--- config.mk ---
export PLATFORM = sky130hd
export DESIGN_NAME = rr_arbiter_8_flat
export DESIGN_NICKNAME = d
export VERILOG_FILES = /design/src/rtl/rr_arbiter_8_if.sv /design/src/rtl/rr_arbiter_8.sv /design/src/flat_wrapper.sv
export SDC_FILE = /design/constraint.sdc
export NUM_CORES = 1
export LEC_CHECK = 0
export BUFFER_PORTS_ARGS = -buffer_cell sky130_fd_sc_hd__buf_2
export CORE_UTILIZATION = 58
export DETAILED_ROUTE_END_ITERATION = 16
export GPL_TIMING_DRIVEN = 0
export MAX_ROUTING_LAYER = met4
export PLACE_DENSITY = 0.79
export SYNTH_ARGS = -nofsm -noshare
export SYNTH_HDL_FRONTEND = slang
export SYNTH_SLANG_ARGS = --single-unit
--- constraint.sdc ---
create_clock -name clk -period 3.7 [get_ports clk]
set_input_delay 0.185 -clock clk [delete_from_list [all_inputs] [get_ports clk]]
set_output_delay 0.185 -clock clk [all_outputs]
set_load 0.05 [all_outputs]
--- src/rtl/rr_arbiter_8_if.sv ---
//------------------------------------------------------------------------------
// Module      : rr_arbiter_8_if
// Description : Request/grant bundle between requesters and rr_arbiter_8.
//               master modport : requester side (drives req/done)
//               slave modport  : arbiter side (drives grant/grant_valid/timeout)
//   req          N   level request per requester, held while waiting
//   done         1   current holder releases its grant
//   grant        N   registered one-hot grant (all-zero when idle)
//   grant_valid  1   high exactly while grant is non-zero
//   timeout      1   one-cycle pulse when a grant is force-released
// Revision    : 1.0 - initial release
//------------------------------------------------------------------------------
`default_nettype none

interface rr_arbiter_8_if #(
  parameter int N = 8
);
  logic [N-1:0] req;
  logic         done;
  logic [N-1:0] grant;
  logic         grant_valid;
  logic         timeout;

  modport master (
    output req,
    output done,
    input  grant,
    input  grant_valid,
    input  timeout
  );

  modport slave (
    input  req,
    input  done,
    output grant,
    output grant_valid,
    output timeout
  );
endinterface

`default_nettype wire

--- src/rtl/rr_arbiter_8.sv ---
//------------------------------------------------------------------------------
// Module      : rr_arbiter_8
// Description : Round-robin arbiter feeding an 8-to-3 one-hot encoder.
//               Registers a strictly one-hot grant; the grant is held until
//               the holder asserts done, drops its request, or the hold
//               timeout expires. Every release is followed by at least one
//               idle cycle (grant_valid=0).
//   clk    in  rising-edge clock
//   rst_n  in  asynchronous active-low reset
//   bus    slave modport of rr_arbiter_8_if:
//            req/done in, grant/grant_valid/timeout out (all registered)
//   N        number of requesters, 2..8
//   MAX_HOLD maximum grant length in cycles, 0 disables the timeout
// Revision    : 1.0 - initial release
//------------------------------------------------------------------------------
`default_nettype none

module rr_arbiter_8 #(
  parameter int N        = 8,
  parameter int MAX_HOLD = 16
) (
  input  wire logic      clk,
  input  wire logic      rst_n,
  rr_arbiter_8_if.slave  bus
);

  localparam int PW = (N > 1) ? $clog2(N) : 1;
  // MAX_HOLD=0 would give a zero-width counter; keep one bit, it is unused.
  localparam int HW = (MAX_HOLD > 0) ? $clog2(MAX_HOLD + 1) : 1;

  localparam logic [PW-1:0] c_ptr_last   = PW'(N - 1);
  localparam logic [HW-1:0] c_hold_last  = (MAX_HOLD > 0) ? HW'(MAX_HOLD - 1) : '0;
  localparam logic          c_timeout_en = (MAX_HOLD != 0);
  localparam logic [PW:0]   c_n_ext      = (PW + 1)'(N);

  typedef enum logic [0:0] {
    ST_IDLE  = 1'b0,
    ST_GRANT = 1'b1
  } state_t;

  state_t          r_state,       w_state_nxt;
  logic [N-1:0]    r_grant,       w_grant_nxt;
  logic            r_grant_valid, w_grant_valid_nxt;
  logic            r_timeout,     w_timeout_nxt;
  logic [PW-1:0]   r_ptr,         w_ptr_nxt;
  logic [HW-1:0]   r_hold_cnt,    w_hold_cnt_nxt;
  logic [PW-1:0]   r_idx,         w_idx_nxt;

  logic [PW-1:0]   w_win;
  logic            w_found;
  logic [PW:0]     w_sum;
  logic [PW-1:0]   w_cand;

  logic            w_rel_done;
  logic            w_rel_drop;
  logic            w_rel_hold;
  logic            w_release;

  // Circular priority search starting at r_ptr; first requester found wins.
  always_comb begin
    w_win   = '0;
    w_found = 1'b0;
    w_sum   = '0;
    w_cand  = '0;
    for (int i = 0; i < N; i++) begin
      w_sum = {1'b0, r_ptr} + (PW + 1)'(i);
      if (w_sum >= c_n_ext) begin
        w_sum = w_sum - c_n_ext;
      end
      w_cand = w_sum[PW-1:0];
      if (!w_found && bus.req[w_cand]) begin
        w_found = 1'b1;
        w_win   = w_cand;
      end
    end
  end

  // Release causes for the current holder r_idx.
  assign w_rel_done = bus.done;
  assign w_rel_drop = ~bus.req[r_idx];
  assign w_rel_hold = c_timeout_en && (r_hold_cnt == c_hold_last);
  assign w_release  = w_rel_done | w_rel_drop | w_rel_hold;

  always_comb begin
    w_state_nxt       = r_state;
    w_grant_nxt       = r_grant;
    w_grant_valid_nxt = r_grant_valid;
    w_timeout_nxt     = 1'b0;
    w_ptr_nxt         = r_ptr;
    w_hold_cnt_nxt    = r_hold_cnt;
    w_idx_nxt         = r_idx;

    case (r_state)
      ST_IDLE: begin
        if (w_found) begin
          w_grant_nxt       = N'(1) << w_win;
          w_grant_valid_nxt = 1'b1;
          w_hold_cnt_nxt    = '0;
          w_idx_nxt         = w_win;
          w_state_nxt       = ST_GRANT;
        end
      end

      ST_GRANT: begin
        if (w_release) begin
          w_grant_nxt       = '0;
          w_grant_valid_nxt = 1'b0;
          w_hold_cnt_nxt    = '0;
          w_ptr_nxt         = (r_idx == c_ptr_last) ? '0 : r_idx + 1'b1;
          w_state_nxt       = ST_IDLE;
          // Pulse only when the timeout is the sole reason for release.
          w_timeout_nxt     = w_rel_hold & ~w_rel_done & ~w_rel_drop;
        end else begin
          w_hold_cnt_nxt    = r_hold_cnt + 1'b1;
        end
      end

      default: begin
        w_state_nxt       = ST_IDLE;
        w_grant_nxt       = '0;
        w_grant_valid_nxt = 1'b0;
      end
    endcase
  end

  always_ff @(posedge clk or negedge rst_n) begin
    if (!rst_n) begin
      r_state       <= ST_IDLE;
      r_grant       <= '0;
      r_grant_valid <= 1'b0;
      r_timeout     <= 1'b0;
      r_ptr         <= '0;
      r_hold_cnt    <= '0;
      r_idx         <= '0;
    end else begin
      r_state       <= w_state_nxt;
      r_grant       <= w_grant_nxt;
      r_grant_valid <= w_grant_valid_nxt;
      r_timeout     <= w_timeout_nxt;
      r_ptr         <= w_ptr_nxt;
      r_hold_cnt    <= w_hold_cnt_nxt;
      r_idx         <= w_idx_nxt;
    end
  end

  assign bus.grant       = r_grant;
  assign bus.grant_valid = r_grant_valid;
  assign bus.timeout     = r_timeout;

endmodule

`default_nettype wire

--- src/flat_wrapper.sv ---
// flat-port wrapper written by rule: the top's interface ports become plain ports
module rr_arbiter_8_flat 
#(
  parameter int N        = 8,
  parameter int MAX_HOLD = 16
)
  (clk, rst_n, bus_req, bus_done, bus_grant, bus_grant_valid, bus_timeout);
  rr_arbiter_8_if #(.N(N)) bus_i ();
  input  wire logic clk;
  input  wire logic rst_n;
  input wire logic [$bits(bus_i.req)-1:0] bus_req;
  input wire logic [$bits(bus_i.done)-1:0] bus_done;
  output wire logic [$bits(bus_i.grant)-1:0] bus_grant;
  output wire logic [$bits(bus_i.grant_valid)-1:0] bus_grant_valid;
  output wire logic [$bits(bus_i.timeout)-1:0] bus_timeout;
  assign bus_i.req = bus_req;
  assign bus_i.done = bus_done;
  assign bus_grant = bus_i.grant;
  assign bus_grant_valid = bus_i.grant_valid;
  assign bus_timeout = bus_i.timeout;
  rr_arbiter_8 #(.N(N), .MAX_HOLD(MAX_HOLD)) u_core (.clk(clk), .rst_n(rst_n), .bus(bus_i));
endmodule
==> impl_metrics.py, run 1 <==
metrics = {
    "outcome": {
        "outcome": "finished clean",
    },
    "cts": {
        "cts_tree": "done",
        "clock_latency_ns": 0.32,
        "root_buffer": "clkbuf_4",
        "clkSlewWorstSetupHoldPaths_ns": 0.12,
        "cts.sinks": 22,
        "htreeDepth": 1,
        "clockBufferDepth": 2,
        "cts_buffers": 3,
    },
    "critical_path": {
        "critPathMaxStageDelay_ns": 0.52,
        "worstPathArrival_ns": 3.75,
        "end_kind": "flip-flop",
        "cp_max_fo": 10,
        "cpMaxStageDelayCell": "mux4_2",
        "required_ns": 3.92,
        "critPathMostFrequentCell": "buf_2",
        "cp-start-kind": "flip-flop",
        "critPathKind": "reg2reg",
        "crit_chain": "clkbuf_4, inv_1, buf_2, ha_4, mux2_2, mux4_2, o2bb2ai_4, nand3_4, o31ai_4, buf_4, buf_2, nand3_1, o41ai_1",
    },
    "floorplanning": {
        "io_pins": 21,
        "core_area_sq_um": 3360,
        "die_w_microns": 61.4,
        "rows": 21,
        "start_util": 0.609,
        "die_area_sq_um": 3770,
        "die_h_microns": 61.4,
    },
    "place": {
        "place_congestion": 0.942,
        "hpwl_mm": 3.82,
        "io_buffers": 20,
        "place_area_sq_um": 2200,
    },
    "synth": {
        "synth_fp_nets": 212,
        "yosysWarnings": 0,
        "synth_enable_flop_cells": 0,
        "ys_ff_latch": 22,
        "synthArstFlopShare": 1.00,
        "synth.distinct_cells": 49,
        "syn_area_sq_um": 2050,
        "synth_seq_area_share": 0.269,
        "postSynthCellCount": 195,
        "synth_area_per_cell_sq_um": 10.5,
        "synthFlopType": "dfrtp_1",
    },
    "routing": {
        "postRouteAntennaNets": 0,
        "drc": 0,
        "drt-initial-drc-count": 121,
        "drt_wl_total_mm": 5.34,
        "wl_per_cell_microns": 19.9,
        "vias_per_cell": 6.75,
        "firstDrtPassIters": 4,
        "vias": 1809,
    },
    "timing": {
        "min_period_ns": 3.53,
        "hold_viol_final": 0,
        "clock_skew_ns": 0.00466,
        "fmax_mhz": 283,
        "rsz0062_at_grt": "false",
        "setup_viol": 0,
        "max_slew_margin": 0.640,
        "tightest_slew_ns": 0.536,
        "final_max_slew_viol_count": 0,
        "fin_crit_sh": 0.955,
    },
    "final_layout": {
        "multi_input_area_sq_um": 1470,
        "diodes": 0,
        "drive_above_1_share": 0.320,
        "nNetsFinal": 240,
        "area.growth.synth_to_final_pct": 15.0,
        "stdcell_area_sq_um": 2350,
        "fillers": 262,
        "seq_area_sq_um": 551,
    },
    "global_routing": {
        "grt_max_degree": 23,
        "grt.overflow.total": 0,
        "grtUsageTotal": 0.316,
        "grt_pass1_vias": 1714,
        "grt_pass1_wl_mm": 8.40,
        "antenna_found_initial": 0,
    },
    "min_path": {
        "min_path_type": "in2reg",
    },
    "run": {
        "drv_cap": 0,
    },
}
registers in the layout, summed over array words and instances (netlist names):
name,count
u_core.bus.grant,8
u_core.bus.grant_valid,1
u_core.bus.timeout,1
u_core.r_hold_cnt,5
u_core.r_idx,3
u_core.r_ptr,3
u_core.r_state,1
cell usage in the layout, fill, tap and decap left out, types with 2 or more instances in the layout:
| master | count |
|---|---|
| a211oi_1 | 4 |
| a21o_1 | 3 |
| a21oi_1 | 5 |
| a221oi_2 | 3 |
| a22o_1 | 3 |
| a32o_1 | 4 |
| and2_1 | 5 |
| and3_1 | 3 |
| buf_2 | 24 |
| buf_4 | 3 |
| buf_6 | 2 |
| clkbuf_4 | 4 |
| dfrtp_1 | 22 |
| ha_1 | 5 |
| inv_1 | 8 |
| mux2_2 | 10 |
| mux2i_1 | 17 |
| mux4_2 | 13 |
| nand2_1 | 12 |
| nand2b_1 | 4 |
| nand3_1 | 7 |
| nor2_1 | 9 |
| nor2b_1 | 2 |
| nor3_1 | 2 |
| o2111ai_1 | 2 |
| o211a_1 | 3 |
| o211ai_1 | 2 |
| o21ai_0 | 5 |
| o22ai_1 | 3 |
| o31a_1 | 2 |
| o31ai_1 | 3 |
| o41ai_1 | 4 |
| xnor2_1 | 2 |
| xor2_1 | 2 |
critical path, delay by kind of cell (launching register included):
| kind | cells | cell delay (ns) |
|---|---|---|
| adder cells (fa/ha/maj) | 1 | 0.32 |
| buffers and inverters | 5 | 0.98 |
| AND/OR/NAND/NOR | 2 | 0.25 |
| AO/OA/AOI/OAI | 3 | 0.57 |
| multiplexers | 2 | 0.91 |
| flip-flops | 1 | 0.40 |
cell type report:
cell class	count	share of cell area
buffer	9	0.0260
sequential	22	0.234
inverter	9	0.0144
clock inverter	1	0.0128
timing repair buffer	23	0.0532
tap	46	0.0245
multi-input combinational	155	0.626
clock buffer	3	0.00957
synthesized netlist by cell type, types with 2 or more instances:
library cell / n / area (sq um)
dfrtp_1: 22 / 551
mux2i_1: 18 / 180
mux4_2: 13 / 293
nand2_1: 12 / 45.0
mux2_2: 10 / 113
nor2_1: 9 / 33.8
inv_1: 8 / 30.0
nand3_1: 7 / 35.0
ha_1: 6 / 75.1
a21oi_1: 5 / 25.0
and2_1: 5 / 31.3
o21ai_0: 5 / 25.0
a211oi_1: 4 / 30.0
a32o_1: 4 / 40.0
buf_2: 4 / 20.0
nand2b_1: 4 / 25.0
o41ai_1: 4 / 35.0
a21o_1: 3 / 22.5
a221oi_1: 3 / 26.3
a22o_1: 3 / 26.3
and3_1: 3 / 18.8
o211a_1: 3 / 30.0
o22ai_1: 3 / 18.8
o31ai_1: 3 / 22.5
buf_6: 2 / 22.5
clkbuf_1: 2 / 7.51
nor2b_1: 2 / 12.5
nor3_1: 2 / 10.0
o2111ai_1: 2 / 17.5
o211ai_1: 2 / 15.0
o31a_1: 2 / 17.5
xnor2_1: 2 / 17.5
xor2_1: 2 / 17.5
timing repair:
item	in CTS	in global routing
gates resized for setup	4	9
hold buffers	1	0
pin swaps	1	1
gates cloned	0	0
hold endpoints to repair	22	0
endpoints found under the setup margin	17	18
buffers inserted	1	1
worst paths after layout:
path                                                    start  cells after the start                                  to  slack, ns
setup / recovery                  u_core.r_ptr[1]$_DFFE_PN0P_                     13     u_core.bus.grant[4]$_DFFE_PN0P_       0.17
setup reg to reg                  u_core.r_ptr[1]$_DFFE_PN0P_                     13     u_core.bus.grant[4]$_DFFE_PN0P_       0.17
hold / removal                                       bus_done                      2        u_core.bus.timeout$_DFF_PN0_      0.009
min in group asynchronous                               rst_n                      2    u_core.r_hold_cnt[1]$_DFFE_PN0P_       0.36
hold reg to reg            u_core.bus.grant_valid$_DFFE_PN0P_                      2  u_core.bus.grant_valid$_DFFE_PN0P_       0.49
max in group asynchronous                               rst_n                      2         u_core.r_idx[0]$_DFFE_PN0P_       3.01
logic make-up (layout without fill, tap and decap cells):
| kind of cell | count (synthesis) | count (layout) | share of synthesized area |
|---|---|---|---|
| xor+xnor | 4 | 4 | 0.0171 |
| fa+ha+maj | 6 | 6 | 0.0367 |
| compound gates | 55 | 55 | 0.221 |
| simple gates | 49 | 49 | 0.125 |
| mux | 41 | 41 | 0.286 |
| buf+inv | 18 | 45 | 0.0446 |
| flops | 22 | 22 | 0.269 |
per-layer routing:
metal / vias to the layer above / GRT usage / routed length (microns) / share of wire
met4: 0 / 0.0857 / 107 / 0.020
met2: 72 / 0.494 / 2700 / 0.51
li1: 831 / - / - / -
met3: 14 / 0.0630 / 277 / 0.052
met5: - / - / 0 / 0
met1: 892 / 0.422 / 2260 / 0.42
per-stage QoR:
stage / setup TNS [ns] / setup slack, ns / std cells / utilization / hold WS [ns]
6_report: 0 / 0.166 / 268 / 0.700 / 0.00936
5_1_grt: 0 / 0.00141 / 268 / 0.700 / 0.00394
4_1_cts: 0 / 0.0408 / 267 / 0.684 / 0.0181
3_5_place_dp: -1.71 / -0.190 / 261 / 0.656 / 0.175
3_3_place_gp: -0.372 / -0.0676 / 261 / 0.656 / 0.151
2_1_floorplan: 0 / 0.379 / 195 / - / -0.111
Power of run 1 is left out: the tool's default activity adds up to more than one toggle a clock period on the data nets, which glitch-free logic cannot reach.
==> inputs of run 2 (changes only) <==
CORE_UTILIZATION = 42   (was 58)
PLACE_DENSITY = 0.6   (was 0.79)
==> impl_metrics.py, run 2 (synthesized netlist as in run 1, its figures left out) <==
metrics = {
    "critical_path": {
        "reg2reg_depth": 10,
        "critPathMostFrequentCell": "mux2_2",
        "critPathMaxStageDelay_ns": 0.57,
        "cp-start-kind": "flip-flop",
        "required_ns": 3.90,
        "critPathKind": "reg2reg",
        "cp.depth": 10,
        "cp_max_fo": 10,
        "timing.rr.start": "u_core.r_ptr[1]$_DFFE_PN0P_",
        "crit_chain": "buf_4, inv_1, buf_2, ha_2, mux2_2, mux4_2, o2bb2ai_4, nand3_4, nor4_2, mux2_2",
        "cpLargestDelayFamily": "multiplexers",
        "rrSetupSlack_ns": 0.17,
        "path_buf_inv": 3,
        "cpMaxStageDelayCell": "nor4_2",
        "timing.rr.end": "u_core.r_hold_cnt[0]$_DFFE_PN0P_",
        "end_kind": "flip-flop",
        "worstPathArrival_ns": 3.73,
    },
    "timing": {
        "clock_skew_ns": 0.00403,
        "fmax_mhz": 284,
        "max_slew_margin": 0.615,
        "hold_viol_final": 0,
        "setup_viol": 0,
        "final_max_slew_viol_count": 0,
        "tightest_slew_ns": 0.572,
        "min_period_ns": 3.53,
        "rsz0062_at_grt": "false",
        "fin_crit_sh": 0.953,
        "fin_tns_setup_ns": 0,
        "hold_ws_ns": 0.0778,
    },
    "final_layout": {
        "largest_register_ffs": 8,
        "drive_above_1_share": 0.314,
        "diodes": 0,
        "fillers": 451,
        "seq_area_sq_um": 551,
        "fin_cells": 274,
        "multi_input_area_sq_um": 1460,
        "fin_util": 0.500,
        "layout.cells.most_common_list": "22 x buf_2, 22 x dfrtp_1, 17 x mux2i_1, 13 x mux4_2, 12 x nand2_1",
        "area.growth.synth_to_final_pct": 14.5,
        "nNetsFinal": 238,
    },
    "global_routing": {
        "antenna_found_initial": 0,
        "grtUsageTotal": 0.217,
        "grt_max_degree": 23,
        "grt_pass1_wl_mm": 8.47,
        "grt_pass1_vias": 1675,
        "grt.overflow.total": 0,
    },
    "routing": {
        "postRouteAntennaNets": 0,
        "vias": 1787,
        "drt-initial-drc-count": 135,
        "vias_per_cell": 6.52,
        "wl_per_cell_microns": 19.1,
        "drt_wl_total_mm": 5.22,
        "firstDrtPassIters": 4,
        "drc": 0,
    },
    "outcome": {
        "outcome": "finished clean",
    },
    "cts": {
        "root_buffer": "clkbuf_8",
        "htreeDepth": 1,
        "clkSlewWorstSetupHoldPaths_ns": 0.08,
        "clock_latency_ns": 0.26,
        "cts_setup_buffers": 0,
        "cts.sinks": 22,
        "clockBufferDepth": 2,
        "cts_buffers": 3,
        "cts_tree": "done",
    },
    "floorplanning": {
        "die_w_microns": 71.8,
        "start_util": 0.436,
        "rows": 25,
        "io_pins": 21,
        "die_h_microns": 71.8,
        "die_area_sq_um": 5160,
        "core_area_sq_um": 4690,
    },
    "run": {
        "drv_cap": 0,
    },
    "min_path": {
        "min_path_type": "in2reg",
        "hold_depth": 2,
        "min_from": "bus_done",
        "whs_endpoint": "u_core.bus.timeout$_DFF_PN0_",
    },
    "place": {
        "io_buffers": 20,
        "place_congestion": 0.902,
        "post-place-cells": 269,
        "hpwl_mm": 3.70,
    },
}
==> run 2: timing repair <==
action | CTS | global route
resized for setup | 5 | 9
endpoints found under the setup margin | 18 | 17
pin swaps | 1 | 2
hold endpoints to repair | 22 | 0
cloned | 0 | 0
hold buffers | 1 | 0
==> run 2: layout make-up <==
cell class / count / share of cell area
flip-flops and latches: 22 / 0.235
plain buffers: 9 / 0.0283
multi-input cells: 155 / 0.623
clock buffers: 4 / 0.0235
repair buffers: 21 / 0.0470
inverters: 9 / 0.0144
well taps: 54 / 0.0288
==> run 2: metrics by stage <==
step           setup WS [ns]  area, sq um
2_1_floorplan          0.379         2050
3_3_place_gp          -0.173         2210
3_5_place_dp          -0.216         2210
4_1_cts               0.0336         2300
5_1_grt              0.00826         2340
6_report               0.175         2340
==> run 2: how the worst max path moves through the flow <==
stage | start | endpoint | slack (ns)
2_1_floorplan | u_core.r_ptr[1]$_DFFE_PN0P_ | u_core.bus.grant[4]$_DFFE_PN0P_ | 0.38
3_3_place_gp | u_core.r_ptr[1]$_DFFE_PN0P_ | u_core.bus.grant[4]$_DFFE_PN0P_ | -0.17
3_5_place_dp | u_core.r_ptr[1]$_DFFE_PN0P_ | u_core.bus.grant[4]$_DFFE_PN0P_ | -0.22
4_1_cts | u_core.r_ptr[1]$_DFFE_PN0P_ | u_core.bus.grant[5]$_DFFE_PN0P_ | 0.03
5_1_grt | u_core.r_ptr[1]$_DFFE_PN0P_ | u_core.bus.grant[6]$_DFFE_PN0P_ | 0.008
6_report | u_core.r_ptr[1]$_DFFE_PN0P_ | u_core.r_hold_cnt[0]$_DFFE_PN0P_ | 0.17
==> run 2: routing by layer <==
metal | vias to the layer above | wire (microns) | track usage
met3 | 8 | 308 | 0.0366
met1 | 886 | 2410 | 0.320
met5 | - | 0 | -
met4 | 0 | 83 | 0.0545
met2 | 52 | 2420 | 0.310
li1 | 841 | - | -
Power of run 2 is left out for the same reason.
